<file path="src/rtl/reset_seq_ctrl_pkg.sv">
// Shared definitions for the reset sequencer: FSM state encoding, cause bit
// positions (also used by the status/register block) and counter sizing.
package reset_seq_ctrl_pkg;

    typedef enum logic [1:0] {
        ST_ASSERT  = 2'd0,
        ST_HOLD    = 2'd1,
        ST_RELEASE = 2'd2,
        ST_RUN     = 2'd3
    } state_e;

    localparam int CAUSE_W   = 3;
    localparam int CAUSE_PLL = 0;
    localparam int CAUSE_EXT = 1;
    localparam int CAUSE_SW  = 2;

    // Counter width for a count of n cycles; never narrower than one bit.
    function automatic int cnt_width(input int n);
        return (n > 1) ? $clog2(n) : 1;
    endfunction

endpackage

</file>
<file path="src/rtl/reset_debounce.sv">
// Two-flop synchronizer plus stability counter: the output level only follows
// the synchronized input after DEBOUNCE_CYC consecutive differing samples.
module reset_debounce
    import reset_seq_ctrl_pkg::*;
#(
    parameter int DEBOUNCE_CYC = 16
) (
    input  logic i_clk,
    input  logic i_rst_n,
    input  logic i_async,
    output logic o_level
);

    localparam int CNT_W = cnt_width(DEBOUNCE_CYC);

    logic             sync1_reg;
    logic             sync2_reg;
    logic             deb_reg;
    logic [CNT_W-1:0] cnt_reg;

    // Reset value 0 means the button reset reads as asserted until proven stable.
    always_ff @(posedge i_clk or negedge i_rst_n) begin
        if (!i_rst_n) begin
            sync1_reg <= 1'b0;
            sync2_reg <= 1'b0;
            deb_reg   <= 1'b0;
            cnt_reg   <= '0;
        end else begin
            sync1_reg <= i_async;
            sync2_reg <= sync1_reg;
            if (sync2_reg == deb_reg) begin
                cnt_reg <= '0;
            end else if (cnt_reg == CNT_W'(DEBOUNCE_CYC - 1)) begin
                deb_reg <= sync2_reg;
                cnt_reg <= '0;
            end else begin
                cnt_reg <= cnt_reg + CNT_W'(1);
            end
        end
    end

    assign o_level = deb_reg;

endmodule

</file>
<file path="src/rtl/reset_seq_ctrl.sv">
// Central reset sequencer: merges PLL lock, debounced button and software reset
// into one request, holds reset for HOLD_CYC, then releases stages in order.
module reset_seq_ctrl
    import reset_seq_ctrl_pkg::*;
#(
    parameter int NUM_STAGES   = 3,
    parameter int DEBOUNCE_CYC = 16,
    parameter int HOLD_CYC     = 64,
    parameter int STAGE_GAP    = 8
) (
    input  logic                  i_clk,
    input  logic                  i_rst_n,
    input  logic                  i_pll_locked,
    input  logic                  i_ext_rst_n,
    input  logic                  i_sw_rst,
    output logic [NUM_STAGES-1:0] o_rst_n_stage,
    output logic                  o_rst_busy,
    output logic [CAUSE_W-1:0]    o_rst_cause
);

    localparam int HOLD_W = cnt_width(HOLD_CYC);
    localparam int GAP_W  = cnt_width(STAGE_GAP);

    logic                  pll_meta_reg;
    logic                  pll_sync_reg;
    logic                  ext_deb;
    logic                  req;
    logic                  enter_assert;
    state_e                state_reg, state_next;
    logic [HOLD_W-1:0]     hold_cnt_reg, hold_cnt_next;
    logic [GAP_W-1:0]      gap_cnt_reg, gap_cnt_next;
    logic [NUM_STAGES-1:0] stage_reg, stage_next, stage_shift;
    logic [CAUSE_W-1:0]    cause_reg, cause_next;

    reset_debounce #(
        .DEBOUNCE_CYC(DEBOUNCE_CYC)
    ) u_ext_deb (
        .i_clk   (i_clk),
        .i_rst_n (i_rst_n),
        .i_async (i_ext_rst_n),
        .o_level (ext_deb)
    );

    always_ff @(posedge i_clk or negedge i_rst_n) begin
        if (!i_rst_n) begin
            pll_meta_reg <= 1'b0;
            pll_sync_reg <= 1'b0;
        end else begin
            pll_meta_reg <= i_pll_locked;
            pll_sync_reg <= pll_meta_reg;
        end
    end

    assign req         = ~pll_sync_reg | ~ext_deb | i_sw_rst;
    assign stage_shift = (stage_reg << 1) | NUM_STAGES'(1);

    always_comb begin
        state_next    = state_reg;
        hold_cnt_next = hold_cnt_reg;
        gap_cnt_next  = gap_cnt_reg;
        stage_next    = stage_reg;
        cause_next    = cause_reg;
        enter_assert  = 1'b0;

        case (state_reg)
            ST_ASSERT: begin
                stage_next = '0;
                if (!req) begin
                    state_next    = ST_HOLD;
                    hold_cnt_next = '0;
                end
            end
            ST_HOLD: begin
                // A request on the wrap cycle wins over the release.
                if (req) begin
                    enter_assert = 1'b1;
                end else if (hold_cnt_reg == HOLD_W'(HOLD_CYC - 1)) begin
                    stage_next   = NUM_STAGES'(1);
                    gap_cnt_next = '0;
                    state_next   = (NUM_STAGES == 1) ? ST_RUN : ST_RELEASE;
                end else begin
                    hold_cnt_next = hold_cnt_reg + HOLD_W'(1);
                end
            end
            ST_RELEASE: begin
                if (req) begin
                    enter_assert = 1'b1;
                end else if (gap_cnt_reg == GAP_W'(STAGE_GAP - 1)) begin
                    gap_cnt_next = '0;
                    stage_next   = stage_shift;
                    if (&stage_shift) begin
                        state_next = ST_RUN;
                    end
                end else begin
                    gap_cnt_next = gap_cnt_reg + GAP_W'(1);
                end
            end
            ST_RUN: begin
                if (req) begin
                    enter_assert = 1'b1;
                end
            end
            default: begin
                enter_assert = 1'b1;
            end
        endcase

        // Cause is latched only on entry, so requests while already in ASSERT keep it.
        if (enter_assert) begin
            state_next            = ST_ASSERT;
            stage_next            = '0;
            hold_cnt_next         = '0;
            gap_cnt_next          = '0;
            cause_next[CAUSE_SW]  = i_sw_rst;
            cause_next[CAUSE_EXT] = ~ext_deb;
            cause_next[CAUSE_PLL] = ~pll_sync_reg;
        end
    end

    always_ff @(posedge i_clk or negedge i_rst_n) begin
        if (!i_rst_n) begin
            state_reg    <= ST_ASSERT;
            hold_cnt_reg <= '0;
            gap_cnt_reg  <= '0;
            stage_reg    <= '0;
            cause_reg    <= '0;
        end else begin
            state_reg    <= state_next;
            hold_cnt_reg <= hold_cnt_next;
            gap_cnt_reg  <= gap_cnt_next;
            stage_reg    <= stage_next;
            cause_reg    <= cause_next;
        end
    end

    assign o_rst_n_stage = stage_reg;
    assign o_rst_busy    = (state_reg != ST_RUN);
    assign o_rst_cause   = cause_reg;

endmodule

</file>
<file path="config.mk">
export PLATFORM = sky130hd
export DESIGN_NAME = reset_seq_ctrl
export DESIGN_NICKNAME = d
export VERILOG_FILES = /design/src/rtl/reset_seq_ctrl_pkg.sv /design/src/rtl/reset_debounce.sv /design/src/rtl/reset_seq_ctrl.sv
export SDC_FILE = /design/constraint.sdc
export NUM_CORES = 1
export LEC_CHECK = 0
export CAP_MARGIN = 20
export CORE_UTILIZATION = 35
export DETAILED_ROUTE_END_ITERATION = 12
export PLACE_DENSITY = 0.54
export SYNTH_ARGS = -nofsm -noshare
export SYNTH_HDL_FRONTEND = slang
export SYNTH_SLANG_ARGS = --single-unit
</file>
<file path="constraint.sdc">
create_clock -name i_clk -period 3.9 [get_ports i_clk]
set_clock_uncertainty 0.05 [all_clocks]
set_input_delay 0.39 -clock i_clk [delete_from_list [all_inputs] [get_ports i_clk]]
set_output_delay 0.39 -clock i_clk [all_outputs]
set_load 0.03 [all_outputs]
</file>
# Word level (Yosys, flattened, before mapping)

Index checks and enable logic that the tools add are counted.

Register bits after elaboration: 26
Bits of input ports: 5
Output and inout port bits: 7
Logic and storage cells: 74

Add/sub/neg operators: 3
Eq/ne operators: 15
Mux-type cells: 29
Bitwise gates (word level): 5
Reduce and logical (&&, ||, !) cells: 11

Operator list:

| cell                                                           | count |
|---|---|
| 3-bit 2-to-1 mux                                               | 10 |
| 6-bit 2-to-1 mux                                               | 4 |
| 3-bit != test (second input constant)                          | 7 |
| 2-bit 2-to-1 mux                                               | 7 |
| 6-bit one-hot mux with 2 select lines                          | 1 |
| 3-bit one-hot mux with 3 select lines                          | 1 |
| 4-bit 2-to-1 mux                                               | 2 |
| 4-bit AND reduction                                            | 2 |
| 7-bit AND reduction                                            | 1 |
| 6-bit by 1-bit adder with 6-bit output (second input constant) | 1 |
| 6-bit equality test (second input constant)                    | 1 |
| 2-bit one-hot mux with 3 select lines                          | 1 |
| 3-bit one-hot mux with 2 select lines                          | 1 |
| 3-bit nonzero test                                             | 2 |
| 5-bit AND reduction                                            | 1 |
| 4-bit by 1-bit adder with 4-bit output (second input constant) | 1 |
| 2-bit equality test (second input constant)                    | 2 |
| 4-bit equality test (second input constant)                    | 1 |
| 2-bit AND reduction                                            | 2 |
| 4-bit nonzero test                                             | 1 |
| 3-bit by 1-bit adder with 3-bit output (second input constant) | 1 |
| 3-bit equality test (second input constant)                    | 1 |
| 1-bit inverter                                                 | 3 |
| 3-bit OR reduction                                             | 1 |
| other kinds (6)                                                | 8 |

# Depth between registers and ports, before layout

Word-level depth: 7
Mapped depth: 7
Gate-level depth less buffers: 7

# Hierarchy

Synthesis repeated with hierarchy kept, for this count alone.

Cells, all modules: 125
Area total of the unflattened synthesis: 1448.9 µm²

Modules (own cells, without submodules):

| module         | times used | cells each | area an instance (µm²) |
|---|---|---|---|
| reset_seq_ctrl | 1          | 105        | 1168.6 |
| reset_debounce | 1          | 20         | 280.3 |

# Worst setup path before layout

OpenSTA, ideal clock, no wires.

Path type: register to register
Start point: register hold_cnt_reg[0]
End point: register state_reg[0]
Library setup time: 0.104 ns
Arrival: 1.655 ns
Path slack: 2.091 ns
Cell stages (with the launch flop): 7
Path buffers: 0
Clock period less this slack: 1.809 ns
Cells stage by stage: dfrtp_1 -> ha_1 -> and3_1 -> nand4_4 -> a221o_1 -> a211o_1 -> o311ai_1

Word-level cells in the longest chain between the ends: 3

Ends and longest elaborated chain:

| item                          | RTL line              | source |
|---|---|---|
| start: declaration            | reset_seq_ctrl.sv:30  | `logic [HOLD_W-1:0] hold_cnt_reg, hold_cnt_next;` |
| start signal: assignment      | reset_seq_ctrl.sv:129 | `hold_cnt_reg <= hold_cnt_next;` |
| 6-bit equality test           | reset_seq_ctrl.sv:77  | `end else if (hold_cnt_reg == HOLD_W'(HOLD_CYC - 1)) begin` |
| 3-bit != test (no line)       | -                     |  |
| 7-bit AND reduction (no line) | -                     |  |
| end signal: assignment        | reset_seq_ctrl.sv:128 | `state_reg <= state_next;` |
| end: declaration              | reset_seq_ctrl.sv:29  | `state_e state_reg, state_next;` |

No other way between the ends.
A chain may end at the register's enable or synchronous reset.

# Final worst setup path

Start point: register state_reg[0]
End point: output o_rst_busy

Word-level cells in the longest chain between the ends: 1

Ends and longest elaborated chain:

| item             | RTL line              | source |
|---|---|---|
| 2-bit != test    | reset_seq_ctrl.sv:137 | `assign o_rst_busy = (state_reg != ST_RUN);` |
| end: declaration | reset_seq_ctrl.sv:17  | `output logic o_rst_busy,` |

No other way between the ends.

==> flow_summary.toml <==
[critical_path]
worst_r2r_path_depth = 6
critPathSlowestCell = "clkdlybuf4s50_1"
r2r_slack_ps = 1930
rr_endpoint = "state_reg[0]"
crit_required_ps = 3460
crit_buf_inv = 2
reg2reg_from = "hold_cnt_reg[0]"
critical_path.top_delay_family = "buffers and inverters"
cp_max_fo = 5
endpoint_kind = "primary output"
timing_worst_setup_path_type = "flip-flop to primary output"
arrival_ps = 1620
startpoint_type = "flip-flop"
max_stage_delay_ps = 650
cp_cell_sequence = "ha_1 > inv_1 > clkdlybuf4s50_1"

[logic_synthesis]
ys.flop_type = "dfrtp_1"
synth_area_leaders = "dfrtp_1, ha_1, nand2_1, o21ai_0, nor2_1"
synth_edf_count = 0
seq_area_frac_synth_pct = 49.9
synthMuxAreaShare_pct = 3.17
synthAdderAreaFrac_pct = 8.64
syn_area_mm2 = 0.00130
synth.distinct_cells = 36
synth_xor_area_share_pct = 2.02
syn-num-nets = 140
synth.yosys.warnings = 0
async_flop_share_pct = 100
synth_top_family_by_area = "simple AND/OR/NAND/NOR gates"
syn_area_per_cell_um2 = 10.3
yosys.area.top_type = "dfrtp_1"
synth_compound_area_share_pct = 15.6
syn_inst = 126
ys_seq_elements = 26
yosys.area_share.simple_pct = 17.4
synth_top_area_share_pct = 49.9

[die]
num_rows = 21
floorplan.die.width_um = 63.0
dieArea_mm2 = 0.00397
start_util_pct = 37.9
die_h_um = 63.0
core_area_mm2 = 0.00344
top_level_ports = 12

[sta]
finalHoldViolCount = 0
holdWs_ps = 311
setup_tns_ps = 0
timing.final.crit_period_ps = 2060
timing.final.crit_share_pct = 52.8
rsz0062_at_grt = "no"
finalMaxSlewViolations = 0
worst_pin_slew_ps = 600
fmax_ghz = 0.486
setup_violations = 0
relSlewSlack_pct = 59.6

[power]
power_uw = 855
ir_drop_uv = 379
powerDensity_mw_per_mm2 = 558
p_leak_nw = 0.704

[hold_path]
whs_endpoint = "u_ext_deb.sync2_reg"
hold_path.class = "flip-flop to flip-flop"
holdPathStages = 0
min-delay-start = "u_ext_deb.sync1_reg"

[clock_network]
clk_path_buf_depth = 2
cts_tree = "done"
root_buffer = "clkbuf_8"
postCtsHoldBufs = 0
htree_levels = 1
post_cts_buffers = 0
clock-sinks = 26
cts_resized = 0
cts_buffers = 3
insertion_delay_ps = 270
clkTransAtPathRegs_ps = 90

[final_layout]
layout_common_cells = "dfrtp_1, nand2_1, o21ai_0, clkdlybuf4s50_1, nor2_1"
largest_reg_flops = 6
num-fill-cells = 332
area.growth.synth_to_final_pct = 17.4
fin_util_pct = 44.5
fin_nets = 154
drive_gt1_share_pct = 6.47
final_common_cell = "dfrtp_1"
n_antenna_cell = 0
stdcell_area_mm2 = 0.00153

[routing]
viasPerCell = 5.21
first_pass_iters = 4
drtIter0Drc = 22
final_antenna_net_count = 0
wirelength_mm = 2.35
wl_per_cell_um = 12.7
route.detailed.drc = 0
vias = 963

[grt]
grt_pass1_vias = 911
overflow = 0
track_usage_pct = 12.8
grt_pass1_wl_mm = 4.03
antenna_found_initial = 0
grt_max_degree = 27

[place]
dpl-instance-area_mm2 = 0.00146
port-buffer-count = 11
place_congestion = 0.820
hpwl_mm = 1.71

[run]
maxCapViolCount = 0

[status]
status = "finished, final reports clean"
==> synth_stat cells (2+ instances only) <==
master	instances
a21oi_1	3
a22o_1	3
dfrtp_1	26
ha_1	9
inv_1	6
mux2i_1	3
nand2_1	17
nand2b_1	2
nand3_1	7
nor2_1	10
nor2b_1	2
o21ai_0	11
o31ai_1	2
xnor2_1	3
==> stage by stage <==
stage                     cells  worst slack, ps
after floorplan             126             2090
after global placement      181             1650
after detailed placement    181             1610
after CTS                   185             1830
after global routing        185             1770
final                       185             1840
==> metal layers <==
layer,GRT usage (%),wire [µm],up-vias
li1,-,-,474
met5,0,0,-
met3,2.19,80,4
met4,3.78,20,0
met2,20.7,1070,25
met1,17.3,1170,460
==> report_power, final <==
part / leakage, nW / internal [mW] / switching, mW
Sequential: 0.342 / 0.301 / 0.0250
Combinational: 0.327 / 0.122 / 0.184
Clock: 0.0357 / 0.137 / 0.0857
==> final cells by class <==
cell class	instances	area [µm²]	area share [%]
Multi-Input combinational cell	91	611	39.9
Clock inverter	1	30.0	1.96
Tap cell	46	57.6	3.76
Sequential cell	26	651	42.5
Inverter	6	22.5	1.47
Clock buffer	3	41.3	2.70
Timing Repair Buffer	12	118	7.69
==> worst register-to-register path, stage by stage, from the launching register on <==
cell and delay (ps):
dfrtp_1 400, ha_1 200, and3_1 310, nand4_4 130, a221o_1 400, a211o_1 300, o311ai_1 80
==> kinds of logic after synthesis <==
| group | Yosys count |
|---|---|
| AND/OR/NAND/NOR | 45 |
| AO/OA/AOI/OAI | 30 |
| flip-flops | 26 |
| buffers and inverters | 9 |
| adder cells (fa/ha/maj) | 9 |
| multiplexers | 4 |
| XOR/XNOR | 3 |
==> worst max path at each step <==
stage / start / endpoint / slack, ps / cells after the start
after global placement: i_sw_rst / state_reg[0] / 1650 / 6
after detailed placement: i_sw_rst / state_reg[0] / 1610 / 6
after global routing: state_reg[0] / o_rst_busy / 1770 / 3
after CTS: state_reg[0] / o_rst_busy / 1830 / 3
after floorplan: hold_cnt_reg[0] / state_reg[0] / 2090 / 6
final: state_reg[0] / o_rst_busy / 1840 / 3
(Power assumes the default switching activity.)
